**src/rtl/serial_adder_pkg.sv**
```systemverilog
// Shared types and constants for the bit-serial adder.
package serial_adder_pkg;

   // Controller states: waiting, adding one bit per clock, presenting a result
   typedef enum logic [1:0] {
      IDLE  = 2'd0,
      SHIFT = 2'd1,
      DONE  = 2'd2
   } state_e;

   localparam int DEFAULT_WIDTH = 8;

endpackage

```
**src/rtl/full_adder.sv**
```systemverilog
// Single-bit full adder used as the bit-slice of the serial adder.
module full_adder (
   input  logic a,
   input  logic b,
   input  logic cin,
   output logic s,
   output logic co
);

   // Sum and carry of one bit position; carry uses the propagate/generate form
   assign s  = a ^ b ^ cin;
   assign co = (a & b) | (cin & (a ^ b));

endmodule

```
**src/rtl/serial_adder.sv**
```systemverilog
// Bit-serial adder: operands are captured on start, added LSB-first through a
// single full-adder over WIDTH cycles, and the result is held in output
// registers that only change when a new result is complete.
module serial_adder
   import serial_adder_pkg::*;
#(
   parameter int WIDTH = DEFAULT_WIDTH
) (
   input  logic             clk,
   input  logic             rst_n,
   input  logic             start,
   input  logic [WIDTH-1:0] a,
   input  logic [WIDTH-1:0] b,
   input  logic             cin,
   output logic [WIDTH-1:0] sum,
   output logic             cout,
   output logic             busy,
   output logic             done
);

   localparam int CNT_W = $clog2(WIDTH + 1);
   localparam logic [CNT_W-1:0] LAST_BIT = CNT_W'(WIDTH - 1);

   state_e           state_q, state_d;
   logic [WIDTH-1:0] aShift_q, aShift_d;
   logic [WIDTH-1:0] bShift_q, bShift_d;
   logic [WIDTH-1:0] partSum_q, partSum_d;
   logic             carry_q, carry_d;
   logic [CNT_W-1:0] count_q, count_d;
   logic [WIDTH-1:0] sum_q, sum_d;
   logic             cout_q, cout_d;
   logic             faSum, faCarry;

   full_adder bitSlice (
      .a   (aShift_q[0]),
      .b   (bShift_q[0]),
      .cin (carry_q),
      .s   (faSum),
      .co  (faCarry)
   );

   // State, datapath and result registers; reset abandons any operation in flight
   always_ff @(posedge clk or negedge rst_n) begin
      if (!rst_n) begin
         state_q   <= IDLE;
         aShift_q  <= '0;
         bShift_q  <= '0;
         partSum_q <= '0;
         carry_q   <= 1'b0;
         count_q   <= '0;
         sum_q     <= '0;
         cout_q    <= 1'b0;
      end else begin
         state_q   <= state_d;
         aShift_q  <= aShift_d;
         bShift_q  <= bShift_d;
         partSum_q <= partSum_d;
         carry_q   <= carry_d;
         count_q   <= count_d;
         sum_q     <= sum_d;
         cout_q    <= cout_d;
      end
   end

   // Next-state and datapath control; DONE accepts a new start like IDLE so
   // back-to-back operations run without a bubble
   always_comb begin
      state_d   = state_q;
      aShift_d  = aShift_q;
      bShift_d  = bShift_q;
      partSum_d = partSum_q;
      carry_d   = carry_q;
      count_d   = count_q;
      sum_d     = sum_q;
      cout_d    = cout_q;

      unique case (state_q)
         IDLE, DONE: begin
            if (start) begin
               aShift_d  = a;
               bShift_d  = b;
               partSum_d = '0;
               carry_d   = cin;
               count_d   = '0;
               state_d   = SHIFT;
            end else begin
               state_d = IDLE;
            end
         end
         SHIFT: begin
            aShift_d  = aShift_q >> 1;
            bShift_d  = bShift_q >> 1;
            partSum_d = {faSum, partSum_q[WIDTH-1:1]};
            carry_d   = faCarry;
            count_d   = count_q + CNT_W'(1);
            if (count_q == LAST_BIT) begin
               sum_d   = {faSum, partSum_q[WIDTH-1:1]};
               cout_d  = faCarry;
               state_d = DONE;
            end
         end
         default: begin
            state_d = IDLE;
         end
      endcase
   end

   assign sum  = sum_q;
   assign cout = cout_q;
   assign busy = (state_q == SHIFT);
   assign done = (state_q == DONE);

endmodule

```
**config.mk**
```make
export PLATFORM = sky130hd
export DESIGN_NAME = serial_adder
export DESIGN_NICKNAME = d
export VERILOG_FILES = /design/src/rtl/serial_adder_pkg.sv /design/src/rtl/full_adder.sv /design/src/rtl/serial_adder.sv
export SDC_FILE = /design/constraint.sdc
export NUM_CORES = 1
export LEC_CHECK = 0
export ABC_AREA = 0
export CAP_MARGIN = 20
export CORE_MARGIN = 1.5
export CORE_UTILIZATION = 40
export CTS_CLUSTER_DIAMETER = 150
export DETAILED_ROUTE_END_ITERATION = 7
export GPL_TIMING_DRIVEN = 0
export HOLD_SLACK_MARGIN = 0.1
export SLEW_MARGIN = 25
export SYNTH_ARGS = -nofsm -noshare
export SYNTH_HDL_FRONTEND = slang
export SYNTH_SLANG_ARGS = --single-unit
```
**constraint.sdc**
```tcl
create_clock -name clk -period 2.6 [get_ports clk]
set_input_delay 0.26 -clock clk [delete_from_list [all_inputs] [get_ports clk]]
set_output_delay 0.26 -clock clk [all_outputs]
set_load 0.01 [all_outputs]
```
==> key figures <==
Min path
  – Hold Crit Class: in2async

Pwr
  – Final total power: 2.63 mW
  – Leakage power: ~1.1 nW
  – Pwr dens: between 1000 and 1500 nW/um2
  – VDD IR-drop max: around 0.47 mV

Floorplan
  – I/O pins: 31
  – Chip Height: about 66 um
  – Die area: about 4400 um2
  – Core Area: around 3700 um2
  – Die extent in x: roughly 66 um
  – Initial Utilization: 42.6%
  – Row count: 22

Setup path
  – CP Launch Type: flop
  – WP data required: approximately 2.3 ns
  – Crit path kind: reg2out
  – Crit. End Element: primary output
  – Worst Path Arrival: about 2.0 ns
  – Worst r2r src: count_q[0]
  – R2R Setup Slk: between 1 and 1.5 ns
  – Max Fanout on Critical Path: 10
  – Setup crit start: state_q[1]

Synthesis
  – Cell area after synthesis: about 1600 um2
  – Synthesized area per cell: ~14 um2
  – Simple-gate share of the synthesized area: ~4.2%
  – Seq cells post-synth: 39
  – Synth area leader: dfrtp_1
  – Mux cell area share after synthesis: 7.60%
  – Area share of the largest cell type after synthesis: approximately 61%
  – Synthesized netlist cell count: 115
  – Synth warn: 0
  – Xor/xnor share of the synthesized area: 0.549%
  – Syn_nets: between 100 and 150
  – Register area share after synthesis: around three fifths
  – Yosys cell types: 19
  – Compound-Gate Fraction of Synth Area: 21.6%
  – Largest family of logic cells by synthesized area: compound AO/OA/AOI/OAI gates
  – Synth area leaders: dfrtp_1 61%, a22o_1 14%, a21o_1 7.1%
  – Post-Synth Adder-Cell Area: a little over 2%

Global routing
  – Total track usage: 16.8%
  – Maximum number of pins on one net before global-route repair: 22
  – First-pass GRT wire length: approximately 5.4 mm
  – Vias in the first global route: ~1200
  – Initial antenna violation count: 0
  – Global route overflow: 0

Status
  – Status: finished, final reports clean

CTS
  – CTS tree: done
  – Hold_buf cts: 1
  – Postcts setup bufs: 0
  – Clock Pin Slew Worst Setup and Hold Paths: about 0.08 ns
  – Cells resized by post-CTS repair: 0
  – Clk_lat worst skew: 0.29 ns
  – Clock Root Buffer: clkbuf_8
  – H-tree depth: 2
  – Longest Clk Path Bufs: 2
  – CTS Buf Count: 5
  – CTS Sinks: 39

Cells and area
  – # diodes: 0
  – Final net count: 176
  – P&R area growth vs syn: 32.9%
  – Final Core Density: 56.7%
  – # fillers: approximately 360
  – Share of layout cells above drive strength 1: 17.4%

Placement
  – DPL Wire Length: around 2.2 mm
  – Placer's final routability congestion estimate: ~0.73
  – IO Port Bufs: 30

STA
  – Pin slew with the least headroom to its limit: 0.477 ns
  – Slew headroom: between 60% and 70%
  – Hold slack: ~0.46 ns
  – Setup Skew: roughly 0.0095 ns
  – RSZ-0062 raised after global routing: no
  – Fin Setup TNS: 0 ns
  – Fin crit period: 2.27 ns
  – Final setup vio count: 0
  – Period utilization: a little under 90%
  – Max Freq: 441 MHz
  – Slew Limit Fails: 0
  – Final Hold Violating Endpoints: 0

Drt
  – DR DRC count: 0
  – Via-per-instance ratio: approximately 5.3
  – Routed Antenna Nets: 0
  – DR vias: about 1100
  – Drt first pass iters: 4
  – Initial DRC count: 39
  – WL final: a little over 3 mm
  – WL/cell: around 15 um

Run
  – # Max-Cap Violations: 0
## metrics by stage
stage	instances	instance area [um2]	setup slack, ns
2_1_floorplan	115	1600	1.19
3_3_place_gp	193	1960	0.363
3_5_place_dp	194	1980	0.655
4_1_cts	203	2120	0.323
5_1_grt	203	2120	0.211
6_report	203	2120	0.335
## power breakdown
part	internal [mW]	leakage (nW)	switching (mW)	total (mW)
registers	0.877	0.498	0.167	1.04
logic	0.572	0.489	0.428	1.00
clock network	0.384	0.0654	0.204	0.588
## sequential cells by signal, summed over array words and instances (netlist names)
register,cells
cout,1
count_q,4
sum,8
state_q,2
aShift_q,8
partSum_q,7
bShift_q,8
carry_q,1
## synth_stat cells
master	n
dfrtp_1	39
a22o_1	26
a21o_1	15
mux2_2	9
buf_2	6
nand2_1	3
nor2b_1	3
buf_4	2
mux2i_1	2
and2b_1	1
fa_1	1
ha_1	1
nand2b_1	1
nand4_1	1
nor2_1	1
nor2_2	1
nor3b_1	1
o21ai_0	1
xnor2_1	1
## final timing paths
kind	cells past startpoint	end
max	4	busy
min	2	aShift_q[3]
max reg2reg	5	sum[5]
min reg2reg	1	bShift_q[6]
max in group asynchronous	3	partSum_q[7]
min in group clk	1	bShift_q[6]
## cell usage in the layout, fill, tap and decap left out
cell type / instances
dfrtp_1: 39
clkdlybuf4s50_1: 29
a22o_1: 26
a21o_1: 15
mux2_2: 9
buf_2: 7
clkbuf_8: 5
nor2b_1: 3
nand2_1: 3
buf_4: 2
mux2i_1: 2
bufinv_16: 2
and2b_1: 1
nor3b_1: 1
nor2_2: 1
nand2b_1: 1
nand4_1: 1
o21ai_0: 1
xnor2_1: 1
nor2_1: 1
fa_1: 1
ha_1: 1
clkbuf_1: 1
dlygate4sd3_1: 1
buf_16: 1
## critical path, cell delays in order, from the launching register on
cell and delay [ns]:
dfrtp_1 0.38, and2b_1 0.24, buf_2 0.25, buf_2 0.27, clkdlybuf4s50_1 0.57
## final cells by class
class,count,area (um2),area share (%)
buffer,8,45.0,2.12
clock buffer,6,72.6,3.42
clock inverter,2,60.1,2.83
multi-input combinational,68,576,27.1
sequential,39,976,46.0
tap,48,60.1,2.83
timing repair buffer,32,333,15.7
## layer usage
layer,track usage (%),part of all wire [%]
met1,21.5,47
met2,26.0,47
met3,5.62,4.7
met4,6.89,1.8
met5,0,0
## logic make-up (layout without fill, tap and decap cells)
family                     count (synthesis)  after routing
AOI/OAI and AO/OA                         42             42
DFF                                       39             39
and+or+nand+nor                           12             12
muxes                                     11             11
buffers and inverters                      8             48
adders and majority gates                  2              2
xor gates and xnor gates                   1              1
Note: power is estimated with default switching activity, not from simulation.
